$ cat src/rtl/cdb_pkg.sv
// Shared types and default widths for the common data bus arbiter and its snoopers.
package cdb_pkg;

  localparam int TAG_W = 5;
  localparam int VAL_W = 32;

  typedef enum logic {
    SRC_ALU = 1'b0,
    SRC_LSB = 1'b1
  } cdb_src_e;

  typedef struct packed {
    logic [TAG_W-1:0] tag;
    logic [VAL_W-1:0] val;
  } cdb_entry_t;

endpackage

$ cat src/rtl/cdb_src_fifo.sv
// Per-source result FIFO: DEPTH-entry circular buffer with wrapping head/tail pointers.
module cdb_src_fifo #(
  parameter int DEPTH = 2,
  parameter int W     = 37
) (
  input  logic         clk_in,
  input  logic         rst_in,
  input  logic         flush,
  input  logic         push,
  input  logic         pop,
  input  logic [W-1:0] din,
  output logic [W-1:0] head,
  output logic         empty,
  output logic         full
);

  localparam int PW = (DEPTH > 1) ? $clog2(DEPTH) : 1;
  localparam int CW = $clog2(DEPTH + 1);

  logic [W-1:0]  mem [DEPTH];
  logic [PW-1:0] rd_ptr;
  logic [PW-1:0] wr_ptr;
  logic [CW-1:0] count;

  function automatic logic [PW-1:0] ptr_inc(input logic [PW-1:0] p);
    return (p == PW'(DEPTH - 1)) ? '0 : p + 1'b1;
  endfunction

  // The owner never pushes while full nor pops while empty; flush wins over both.
  always_ff @(posedge clk_in or posedge rst_in) begin
    if (rst_in) begin
      rd_ptr <= '0;
      wr_ptr <= '0;
      count  <= '0;
    end else if (flush) begin
      rd_ptr <= '0;
      wr_ptr <= '0;
      count  <= '0;
    end else begin
      if (push) wr_ptr <= ptr_inc(wr_ptr);
      if (pop)  rd_ptr <= ptr_inc(rd_ptr);
      case ({push, pop})
        2'b10:   count <= count + 1'b1;
        2'b01:   count <= count - 1'b1;
        default: count <= count;
      endcase
    end
  end

  always_ff @(posedge clk_in) begin
    if (push && !flush) mem[wr_ptr] <= din;
  end

  assign head  = mem[rd_ptr];
  assign empty = (count == '0);
  assign full  = (count == CW'(DEPTH));

endmodule

$ cat src/rtl/cdb_arbiter.sv
// Round-robin arbiter placing ALU / LSB results onto the registered common data bus.
// Optional performance counters are enabled by defining CDB_ARB_PERF_EN.
module cdb_arbiter #(
  parameter int DEPTH = 2,
  parameter int TAG_W = cdb_pkg::TAG_W,
  parameter int VAL_W = cdb_pkg::VAL_W
) (
  input  logic             clk_in,
  input  logic             rst_in,
  input  logic             rdy_in,
  input  logic             clear,
  input  logic             alu_valid,
  input  logic [TAG_W-1:0] alu_tag,
  input  logic [VAL_W-1:0] alu_val,
  input  logic             lsb_valid,
  input  logic [TAG_W-1:0] lsb_tag,
  input  logic [VAL_W-1:0] lsb_val,
  output logic             alu_full,
  output logic             lsb_full,
  output logic             cdb_valid,
  output logic [TAG_W-1:0] cdb_tag,
  output logic [VAL_W-1:0] cdb_val,
  output logic             cdb_src
`ifdef CDB_ARB_PERF_EN
  ,
  output logic [31:0]      perf_alu_cnt,
  output logic [31:0]      perf_lsb_cnt,
  output logic [31:0]      perf_conflict_cnt,
  output logic             perf_overflow
`endif
);

  import cdb_pkg::*;

  localparam int EW = TAG_W + VAL_W;

  // Handshake: a producer asserts *_valid for one cycle per result and may only do so
  // while its *_full is low; a push seen with *_full high or tag 0 is discarded.
  logic          active;
  logic          alu_push_ok, lsb_push_ok;
  logic          alu_empty, lsb_empty;
  logic [EW-1:0] alu_head, lsb_head;
  logic          alu_cand_v, lsb_cand_v;
  logic [EW-1:0] alu_cand, lsb_cand;
  logic          both_cand;
  logic          grant_v;
  logic          grant_lsb;
  logic          alu_pop, lsb_pop;
  logic          alu_enq, lsb_enq;
  logic [EW-1:0] win_entry;

  cdb_src_e last_grant;
  cdb_src_e src_q;

  assign active = rdy_in && !clear;

  assign alu_push_ok = active && alu_valid && (alu_tag != '0) && !alu_full;
  assign lsb_push_ok = active && lsb_valid && (lsb_tag != '0) && !lsb_full;

  // An empty FIFO offers the incoming push directly (bypass).
  assign alu_cand_v = !alu_empty || alu_push_ok;
  assign lsb_cand_v = !lsb_empty || lsb_push_ok;
  assign alu_cand   = alu_empty ? {alu_tag, alu_val} : alu_head;
  assign lsb_cand   = lsb_empty ? {lsb_tag, lsb_val} : lsb_head;

  assign both_cand = alu_cand_v && lsb_cand_v;
  assign grant_v   = active && (alu_cand_v || lsb_cand_v);
  assign grant_lsb = both_cand ? (last_grant == SRC_ALU) : lsb_cand_v;
  assign win_entry = grant_lsb ? lsb_cand : alu_cand;

  assign alu_pop = grant_v && !grant_lsb && !alu_empty;
  assign lsb_pop = grant_v &&  grant_lsb && !lsb_empty;

  // A push goes into its FIFO unless it rode the bypass straight onto the bus.
  assign alu_enq = alu_push_ok && (!alu_empty ||  grant_lsb);
  assign lsb_enq = lsb_push_ok && (!lsb_empty || !grant_lsb);

  cdb_src_fifo #(.DEPTH(DEPTH), .W(EW)) u_alu_fifo (
    .clk_in (clk_in),
    .rst_in (rst_in),
    .flush  (clear),
    .push   (alu_enq),
    .pop    (alu_pop),
    .din    ({alu_tag, alu_val}),
    .head   (alu_head),
    .empty  (alu_empty),
    .full   (alu_full)
  );

  cdb_src_fifo #(.DEPTH(DEPTH), .W(EW)) u_lsb_fifo (
    .clk_in (clk_in),
    .rst_in (rst_in),
    .flush  (clear),
    .push   (lsb_enq),
    .pop    (lsb_pop),
    .din    ({lsb_tag, lsb_val}),
    .head   (lsb_head),
    .empty  (lsb_empty),
    .full   (lsb_full)
  );

  always_ff @(posedge clk_in or posedge rst_in) begin
    if (rst_in) begin
      cdb_valid  <= 1'b0;
      cdb_tag    <= '0;
      cdb_val    <= '0;
      src_q      <= SRC_ALU;
      last_grant <= SRC_LSB;
    end else if (clear) begin
      cdb_valid  <= 1'b0;
      cdb_tag    <= '0;
      cdb_val    <= '0;
      src_q      <= SRC_ALU;
      last_grant <= SRC_LSB;
    end else if (rdy_in) begin
      if (grant_v) begin
        cdb_valid  <= 1'b1;
        cdb_tag    <= win_entry[EW-1:VAL_W];
        cdb_val    <= win_entry[VAL_W-1:0];
        src_q      <= grant_lsb ? SRC_LSB : SRC_ALU;
        last_grant <= grant_lsb ? SRC_LSB : SRC_ALU;
      end else begin
        // Zero tag on idle so no snooper compare can hit.
        cdb_valid  <= 1'b0;
        cdb_tag    <= '0;
        cdb_val    <= '0;
        src_q      <= SRC_ALU;
      end
    end
  end

  assign cdb_src = src_q;

`ifdef CDB_ARB_PERF_EN
  always_ff @(posedge clk_in or posedge rst_in) begin
    if (rst_in) begin
      perf_alu_cnt      <= '0;
      perf_lsb_cnt      <= '0;
      perf_conflict_cnt <= '0;
      perf_overflow     <= 1'b0;
    end else if (active) begin
      if (grant_v && !grant_lsb) perf_alu_cnt <= perf_alu_cnt + 32'd1;
      if (grant_v &&  grant_lsb) perf_lsb_cnt <= perf_lsb_cnt + 32'd1;
      if (both_cand)             perf_conflict_cnt <= perf_conflict_cnt + 32'd1;
      if ((alu_valid && alu_full) || (lsb_valid && lsb_full)) perf_overflow <= 1'b1;
    end
  end
`endif

endmodule

$ cat config.mk
export PLATFORM = sky130hd
export DESIGN_NAME = cdb_arbiter
export DESIGN_NICKNAME = d
export VERILOG_FILES = /design/src/rtl/cdb_pkg.sv /design/src/rtl/cdb_src_fifo.sv /design/src/rtl/cdb_arbiter.sv
export SDC_FILE = /design/constraint.sdc
export NUM_CORES = 1
export LEC_CHECK = 0
export BUFFER_PORTS_ARGS = -buffer_cell sky130_fd_sc_hd__buf_2
export CORE_MARGIN = 8
export CORE_UTILIZATION = 55
export DETAILED_ROUTE_END_ITERATION = 16
export PLACE_DENSITY = 0.76
export SYNTH_ARGS = -nofsm -noshare
export SYNTH_HDL_FRONTEND = slang
export SYNTH_SLANG_ARGS = --single-unit
$ cat constraint.sdc
create_clock -name clk_in -period 6 [get_ports clk_in]
set_clock_uncertainty 0.05 [all_clocks]
set_input_delay 1.2 -clock clk_in [delete_from_list [all_inputs] [get_ports clk_in]]
set_output_delay 1.2 -clock clk_in [all_outputs]
set_load 0.02 [all_outputs]
==> results of run 1 <==
## cells in the mapped netlist (2+ instances only)
cell type	number
nor2b_1	3
nor3_1	4
a21oi_1	3
nand2_1	41
buf_1	3
a221o_1	38
mux2i_1	76
or2_2	2
inv_1	4
buf_2	16
nand2b_1	5
edfxtp_1	148
nor2_2	2
o21ai_0	42
buf_4	3
a211oi_1	40
clkbuf_1	20
dfrtp_1	47
a311oi_1	3
nor2_1	51
## cell type report
class	count	area [um^2]	area share [%]
Timing Repair Buffer	124	630.6	6.639
Clock inverter	7	71.32	0.7509
Tap cell	184	230.2	2.424
Antenna cell	1	2.502	0.02635
Inverter	4	15.01	0.1581
Multi-Input combinational cell	332	2404	25.31
Sequential cell	196	5649	59.48
Clock buffer	25	495.5	5.217
## how the worst max path moves through the flow
stage	startpoint	to	slack (ns)	cells after the start
final	clear	u_lsb_fifo.mem[0][26]	2.49	6
after global routing	clear	u_lsb_fifo.mem[0][26]	2.36	6
after CTS	clear	u_lsb_fifo.mem[0][28]	2.51	6
after detailed placement	clear	u_lsb_fifo.mem[0][25]	2.04	6
after global placement	clear	u_lsb_fifo.mem[0][25]	2.12	6
after floorplan	rdy_in	u_alu_fifo.mem[0][0]	1.74	6
## metal layers
layer | vias up | share of wire (%)
met5 | - | 0.071
met4 | 2 | 2.5
met3 | 38 | 5.3
met2 | 190 | 50
met1 | 2586 | 42
li1 | 2422 | -
## power groups by stage
stage / Combinational [uW] / Sequential [uW] / Clock (uW)
6_report: 162 / 1490 / 1090
3_3_place_gp: 156 / 1520 / 0
2_1_floorplan: 65.9 / 1530 / 0
3_5_place_dp: 162 / 1520 / 0
5_1_grt: 176 / 1490 / 1160
4_1_cts: 163 / 1490 / 1100
## flip-flops by register name (all words and copies together) (netlist names)
register,count
u_alu_fifo.mem,74
u_lsb_fifo.mem,74
cdb_val,32
cdb_tag,5
u_alu_fifo.count,2
u_lsb_fifo.count,2
cdb_src,1
cdb_valid,1
last_grant,1
u_alu_fifo.rd_ptr,1
u_alu_fifo.wr_ptr,1
u_lsb_fifo.rd_ptr,1
u_lsb_fifo.wr_ptr,1
## through the flow
| stage | hold slack, ns | power [uW] | std cells | utilization, % |
|---|---|---|---|---|
| finish | 0.4604 | 2741 | 873 | 65.10 |
| global route | 0.4846 | 2825 | 873 | 65.10 |
| global placement | 0.4394 | 1674 | 840 | 61.20 |
| floorplan | 0.4142 | 1601 | 575 | - |
| CTS | 0.4632 | 2757 | 872 | 65.09 |
| detailed placement | 0.4474 | 1681 | 840 | 61.20 |
## cell usage in the layout (no fill, tap or decap), types with 2 or more instances in the layout
master and n:
a221o_1 38, or2_2 2, a21oi_1 3, nor2_1 48, clkinv_4 2, nor3_1 4
nor2b_1 2, nor2_4 5, nand2_1 41, buf_4 4, dfrtp_1 45, clkinv_2 3
clkbuf_1 4, nand2b_1 5, clkbuf_16 17, inv_1 3, buf_2 120, edfxtp_1 148
clkbuf_8 4, mux2i_1 76, dfrtp_2 2, a211oi_1 40, a311oi_1 3, o21ai_0 42
## kinds of logic (layout without fill, tap and decap cells)
kind of cell	count (synthesis)	after routing	synth area share (%)
AOI/OAI and AO/OA	138	138	13.05
xor gates and xnor gates	1	1	0.1066
buffers and inverters	47	160	2.543
DFF	196	196	68.71
muxes	77	77	9.440
other	0	1	0
and+or+nand+nor	116	116	6.151
==> results.ini, run 1 <==
[synth]
synth_edf_count = 148
ys_async_sr_fraction_pct = 24.49
syn_avg_cell_area_um2 = 14.29
syn_inst = 575
synth_warnings = 0
synth_area_leaders = edfxtp_1, dfrtp_1, mux2i_1, a221o_1, a211oi_1
ys_ff_latch = 196
ys_seq_area_share_pct = 68.71
synth_top_area_cell = edfxtp_1
synth_flop_cell = edfxtp_1
synthesis.nets = 655
synth_area_um2 = 8218
synth_top_area_share_pct = 54.08
yosysUniqueCellTypes = 44

[timing]
relSlewSlack_pct = 19.73
fmax_mhz = 284.5
fin_tns_setup_ns = 0
fin_ws_ns = 2.485
fin_crit_ns = 3.515
period_share_pct = 58.58
tightestPinTransition_ns = 1.201
rsz0062_at_grt = no
slew_violations = 0
hold_violations = 0
finalSetupViolations = 0

[power_and_ir_drop]
power_switching_share_pct = 21.41
irDropWorstVdd_mv = 0.2167
power_frac_clock_pct = 39.7
power.density_nw_per_um2 = 288.6
cellLeakagePower_uw = 0.003562
p_seq_share_pct = 54.4
power.internal_uw = 2154
p_switching_uw = 586.8
power_frac_comb_pct = 5.9

[setup_path]
crit_type = in -> reg
r2r_start = u_lsb_fifo.count[0]
critical_path_buf_inv_count = 1
cpLargestDelayFamily = simple AND/OR/NAND/NOR gates
ff2ff_setup_slack_ns = 2.61
worst_ep_required_time_ns = 5.99
cp-start-kind = input port
crit_slowest_cell = nor2_4
r2r-end = u_alu_fifo.mem[0][22]
end_kind = flop
critical-path-max-stage-delay_ns = 0.95
arrival_ns = 3.51
r2r_cells = 5
crit_chain = buf_2 > nand3b_1 > a221o_1 > nor2_1 > o21ai_0 > nor2_4
crit_fanout = 37

[routing]
remaining_drc_errors = 0
drtPass1Iterations = 5
drtAntennaViolNets = 0
drt_wl_total_mm = 18.27
drt_iter0_drc = 385
vias = 5238
vias_per_cell = 6.000
wl_per_cell_um = 20.93

[grt]
grt_use_total_pct = 19.09
grt_use_met2_pct = 31.58
met1_usage_pct = 22.89
grt_max_degree = 78
grt_pass1_vias = 5400
grt_overflow_total = 0
met3_usage_pct = 4.658
antenna_found_initial = 2
gr-max-usage-layer = met2
grt_pass1_wl_mm = 28.96

[clocking]
numClockSinks = 196
clock-root-buffer = clkbuf_16
cts-htree-levels = 4
cts-resized-gates = 0
cts_tree = yes
insertion_delay_ns = 0.43
cts_buffers = 17
cts_hold_buf = 0
post-cts-setup-buffers = 0
clk_path_buf_depth = 2
clk_pin_slew_ns = 0.06

[floorplanning]
start_util_pct = 56.33
fp.dieH_um = 138.2
die_x_um = 138.2
rows = 44
die_area_um2 = 19110
core-area_um2 = 14590
io_pins = 121

[finish]
num-fill-cells = 1053
areaGrowthSynthToFinish_pct = 15.58
drive_above_1_share_pct = 25.44
nets = 755
final_cell_area_um2 = 9498

[run_status]
status = completed

[place]
dp_hpwl_mm = 11.45
portBuffers = 120
place_ws_ns = 2.038
finalWeightedCongestion = 0.8727
placed_area_um2 = 8929

[worst_hold_path]
worstHoldStart = cdb_val[4]
hold_depth = 1
min_to = cdb_val[4]
min_path_type = reg -> reg

[flow_run]
drv_cap = 0

Power figures use the tool's default switching activity.
==> run 2: changes to the inputs <==
--- a/config.mk
+++ b/config.mk
@@ -7,9 +7,9 @@
 export LEC_CHECK = 0
 export BUFFER_PORTS_ARGS = -buffer_cell sky130_fd_sc_hd__buf_2
 export CORE_MARGIN = 8
-export CORE_UTILIZATION = 55
+export CORE_UTILIZATION = 51
 export DETAILED_ROUTE_END_ITERATION = 16
-export PLACE_DENSITY = 0.76
+export PLACE_DENSITY = 0.74
 export SYNTH_ARGS = -nofsm -noshare
 export SYNTH_HDL_FRONTEND = slang
 export SYNTH_SLANG_ARGS = --single-unit
==> constraint.sdc (replaced) <==
create_clock -name clk_in -period 3 [get_ports clk_in]
set_clock_uncertainty 0.05 [all_clocks]
set_input_delay 0.6 -clock clk_in [delete_from_list [all_inputs] [get_ports clk_in]]
set_output_delay 0.6 -clock clk_in [all_outputs]
set_load 0.02 [all_outputs]
==> run 2 against run 1 <==
Against the previous run:
- non-clock buffer count is 15 higher
- combinational power grew 110%
- total power up 100%
- worst hold slack worse by 0.18 ns
- critical path type is now reg -> reg
==> results.ini, run 2 (synthesized netlist as in run 1, its figures left out) <==
[setup_path]
cp-start-kind = flop
critical_path_buf_inv_count = 1
end_kind = flop
r2r-end = u_alu_fifo.mem[1][26]
crit_fanout = 37
r2r_start = u_alu_fifo.count[0]
arrival_ns = 2.67
crit_type = reg -> reg
crit_chain = nor2b_1 > a211oi_1 > buf_4 > o211a_4 > a21o_2 > and2_2
cpLargestDelayFamily = simple AND/OR/NAND/NOR gates
critical-path-max-stage-delay_ns = 0.81
ff2ff_setup_slack_ns = 0.34
worst_ep_required_time_ns = 3.01
crit_slowest_cell = and2_2
r2r_cells = 6

[timing]
slew_violations = 0
fin_crit_ns = 2.661
hold_violations = 0
relSlewSlack_pct = 29.19
fin_ws_ns = 0.3394
period_share_pct = 88.69
fmax_mhz = 375.9
fin_tns_setup_ns = 0
whs_ns = 0.2817
finalSetupViolations = 0
rsz0062_at_grt = no
tightestPinTransition_ns = 1.060

[clocking]
cts-resized-gates = 0
clock-root-buffer = clkbuf_16
cts_hold_buf = 0
clk_path_buf_depth = 2
insertion_delay_ns = 0.43
post-cts-setup-buffers = 0
cts_buffers = 17
clk_pin_slew_ns = 0.07
cts_tree = yes
cts-htree-levels = 4
numClockSinks = 196

[finish]
layout_commonest_cell = edfxtp_1
antennaDiodeCount = 0
drive_above_1_share_pct = 27.45
num-fill-cells = 1181
final_cell_area_um2 = 9718
final_cell_mix = edfxtp_1, buf_2, mux2i_1
areaGrowthSynthToFinish_pct = 18.26
nets = 770
reg_top3 = u_alu_fifo.mem x74, u_lsb_fifo.mem x74, cdb_val x32

[place]
finalWeightedCongestion = 0.8653
dp_hpwl_mm = 12.46
place_ws_ns = 0.1014
placed_area_um2 = 9146
portBuffers = 120

[floorplanning]
core-area_um2 = 15830
die_x_um = 142.9
rows = 46
die_area_um2 = 20430
io_pins = 121
fp.dieH_um = 142.9
start_util_pct = 51.92

[grt]
grt_max_degree = 76
grt_overflow_total = 0
antenna_found_initial = 2
grt_use_total_pct = 19.36
grt_pass1_wl_mm = 29.80
grt_pass1_vias = 5432

[routing]
drt_wl_total_mm = 19.15
drtAntennaViolNets = 0
remaining_drc_errors = 0
vias_per_cell = 5.756
wl_per_cell_um = 20.83
vias = 5290
drtPass1Iterations = 5
drt_iter0_drc = 463

[power_and_ir_drop]
power_uw = 5527
power.density_nw_per_um2 = 568.8
irDropWorstVdd_mv = 0.4215
cellLeakagePower_uw = 0.003653

[flow_run]
drv_cap = 0

[run_status]
status = completed

[worst_hold_path]
min_path_type = in -> async

run 2: cell count changes in the layout (fill, tap and decap cells not counted):
cell | previous run | this run
buf_4 | 4 | 14
inv_6 | 1 | 7
buf_12 | 0 | 5
clkbuf_1 | 4 | 0
clkbuf_8 | 4 | 0
clkinv_1 | 0 | 1
clkinv_2 | 3 | 2
clkinv_8 | 0 | 1
clkinvlp_4 | 0 | 1
diode_2 | 1 | 0
or2_2 | 2 | 1
or2_4 | 0 | 1
run 2: power by group:
part / switching (uW) / leakage (uW) / internal, uW
Sequential: 23.8 / 0.00198 / 2960
Clock: 1040 / 0.000280 / 1170
Combinational: 213 / 0.00139 / 124
run 2: area by class of cell:
class | count | area (um^2) | area share, %
Timing Repair Buffer | 139 | 805.8 | 8.291
Inverter | 4 | 15.01 | 0.1545
Sequential cell | 196 | 5649 | 58.13
Clock buffer | 17 | 425.4 | 4.377
Clock inverter | 15 | 146.4 | 1.506
Tap cell | 216 | 270.3 | 2.781
Multi-Input combinational cell | 332 | 2406 | 24.76
run 2: worst max-delay path by stage:
stage,startpoint,to,slack [ns],cells past startpoint
after CTS,u_alu_fifo.count[0],u_alu_fifo.mem[1][5],0.35,6
after global placement,lsb_tag[4],u_alu_fifo.mem[1][23],0.20,6
after floorplan,clear,u_lsb_fifo.mem[0][0],-0.56,6
after global routing,u_alu_fifo.count[0],u_alu_fifo.mem[1][20],0.21,6
after detailed placement,clear,u_alu_fifo.mem[1][24],0.10,7
final,u_alu_fifo.count[0],u_alu_fifo.mem[1][26],0.34,6
run 2: per-layer routing:
metal	wire length (um)	global-route usage [%]	vias up
met5	22	0	-
met2	9991	33.84	175
met1	7818	22.61	2632
met4	246	6.879	4
li1	-	-	2453
met3	1067	4.875	26
run 2: through the flow:
stage | util (%) | cells
floorplan | - | 575
global placement | 57.79 | 887
detailed placement | 57.79 | 887
CTS | 61.40 | 919
global route | 61.40 | 919
finish | 61.40 | 919
==> run 3: changes to the inputs <==
--- a/config.mk
+++ b/config.mk
@@ -9,7 +9,7 @@
 export CORE_MARGIN = 8
 export CORE_UTILIZATION = 51
 export DETAILED_ROUTE_END_ITERATION = 16
-export PLACE_DENSITY = 0.74
+export PLACE_DENSITY = 0.75
 export SYNTH_ARGS = -nofsm -noshare
 export SYNTH_HDL_FRONTEND = slang
 export SYNTH_SLANG_ARGS = --single-unit
==> constraint.sdc (replaced) <==
create_clock -name clk_in -period 3 [get_ports clk_in]
set_clock_uncertainty 0.05 [all_clocks]
set_input_delay 0.15 -clock clk_in [delete_from_list [all_inputs] [get_ports clk_in]]
set_output_delay 0.15 -clock clk_in [all_outputs]
set_load 0.02 [all_outputs]
==> run 3 against run 2 <==
Against the previous run:
- the run now ends with negative hold slack left
- global-route usage is 0.80 points higher
- worst hold slack got worse by 0.33 ns
- register-to-register slack got worse by 0.09 ns
- total power is 1.5% higher
- die area did not move
- critical endpoint is now u_alu_fifo.mem[1][13]
- largest power group unchanged
==> results.ini, run 3 (synthesized netlist as in run 1, its figures left out) <==
[clocking]
cts_buffers = 17
clk_pin_slew_ns = 0.07
clk_path_buf_depth = 2
clock-root-buffer = clkbuf_16
post-cts-setup-buffers = 0
cts_tree = yes
insertion_delay_ns = 0.43
cts-htree-levels = 4
numClockSinks = 196

[floorplanning]
io_pins = 121
core-area_um2 = 15830
fp.dieH_um = 142.9
die_area_um2 = 20430
start_util_pct = 51.92
die_x_um = 142.9
rows = 46

[setup_path]
startpoint = u_alu_fifo.count[0]
arrival_ns = 2.75
end_kind = flop
r2r-end = u_alu_fifo.mem[1][13]
crit_fanout = 37
r2r_start = u_alu_fifo.count[0]
crit_end = u_alu_fifo.mem[1][13]
worst_ep_required_time_ns = 3.00
ff2ff_setup_slack_ns = 0.25
r2r_cells = 5
crit_type = reg -> reg
cp-start-kind = flop

[timing]
relSlewSlack_pct = 23.86
finalSetupViolations = 0
rsz0062_at_grt = no
whs_ns = -0.04608
period_share_pct = 91.74
fmax_mhz = 363.4
fin_ws_ns = 0.2479
hold_violations = 47
fin_crit_ns = 2.752
fin_tns_setup_ns = 0
tightestPinTransition_ns = 1.142
slew_violations = 0

[routing]
drt_wl_total_mm = 19.97
topRoutingLayerUsed = met4
drt_iter0_drc = 575
remaining_drc_errors = 0
met1_length_mm = 8.098
wl_per_cell_um = 20.22
vias_per_cell = 5.711
wl_met3_mm = 1.302
vias = 5642
drtAntennaViolNets = 0
wl_met2_mm = 10.07
drtPass1Iterations = 5

[finish]
num-fill-cells = 1132
reg_top3 = u_alu_fifo.mem x74, u_lsb_fifo.mem x74, cdb_val x32
multiInputGateArea_um2 = 2406
drive_above_1_share_pct = 23.74
regArea_um2 = 5649
nets = 838
final_cell_mix = edfxtp_1, buf_2, mux2i_1
layout_commonest_cell = edfxtp_1
finish.utilization_pct = 65.72
areaGrowthSynthToFinish_pct = 26.58

[worst_hold_path]
min_path_type = in -> async

[grt]
grt_overflow_total = 0
grt_max_degree = 76
grt_pass1_wl_mm = 31.46
grt_pass1_vias = 5850
grt_use_total_pct = 20.16
antenna_found_initial = 1

[place]
place_ws_ns = 0.2913
finalWeightedCongestion = 0.8217
portBuffers = 120
dp_hpwl_mm = 12.28

[power_and_ir_drop]
cellLeakagePower_uw = 0.003916
irDropWorstVdd_mv = 0.4250
power.density_nw_per_um2 = 539.1

[run_status]
violations = negative hold slack
status = finished, violations left

[flow_run]
drv_cap = 0

-- run 3: changes by cell type in the layout (fill, tap and decap cells not counted), sizes merged --
cell,delta
dlygate4sd3,+74
buf,-6
inv,-6
clkbuf,+4
bufinv,+1
clkinvlp,+1
diode,+1
-- run 3: worst min path at each step --
stage / end / slack [ns] / depth (start not counted)
floorplan: u_alu_fifo.mem[0][0] / 0.20 / 0
global placement: u_alu_fifo.mem[0][10] / 0.30 / 1
detailed placement: u_lsb_fifo.mem[0][19] / 0.31 / 1
CTS: cdb_val[28] / 0.009 / 2
global route: u_alu_fifo.count[1] / 0.04 / 2
finish: cdb_val[28] / -0.05 / 2
-- run 3: worst max-delay path, stage by stage (launching register included) --
cell      delay, ns
dfrtp_1        0.56
nor2b_1        0.13
a211oi_1       0.45
o211a_4        0.28
a21o_2         0.12
and2_2         0.75
-- run 3: final cells by class --
cell class | count | share of cell area (%)
antenna | 1 | 0.02406
clock buffer | 21 | 4.234
clock inverter | 11 | 1.251
inverter | 4 | 0.1443
multi-input combinational | 332 | 23.13
sequential | 196 | 54.31
tap | 216 | 2.598
timing repair buffer | 207 | 14.31
-- run 3: routing by layer --
metal	up-vias	GRT usage, %
li1	2597	-
met4	0	9.620
met1	2781	24.68
met3	39	4.474
met5	-	0
met2	225	33.32
-- run 3: timing repair --
item	in CTS	in global routing
resized for setup	0	0
hold buffers	74	0
hold endpoints to repair	148	0
-- run 3: metrics by stage --
| stage | total power [uW] | cells | area, um^2 | hold slack [ns] |
|---|---|---|---|---|
| floorplan | 3201 | 575 | 8220 | 0.1989 |
| global placement | 3355 | 881 | 9089 | 0.3042 |
| detailed placement | 3368 | 881 | 9089 | 0.3063 |
| CTS | 5623 | 987 | 10400 | 0.009323 |
| global route | 5760 | 988 | 10400 | 0.04241 |
| finish | 5608 | 988 | 10400 | -0.04608 |
-- run 3: power breakdown --
| group | internal (uW) | switching [uW] |
|---|---|---|
| clock network | 1230 | 982 |
| logic | 182 | 229 |
| registers | 2960 | 24.4 |
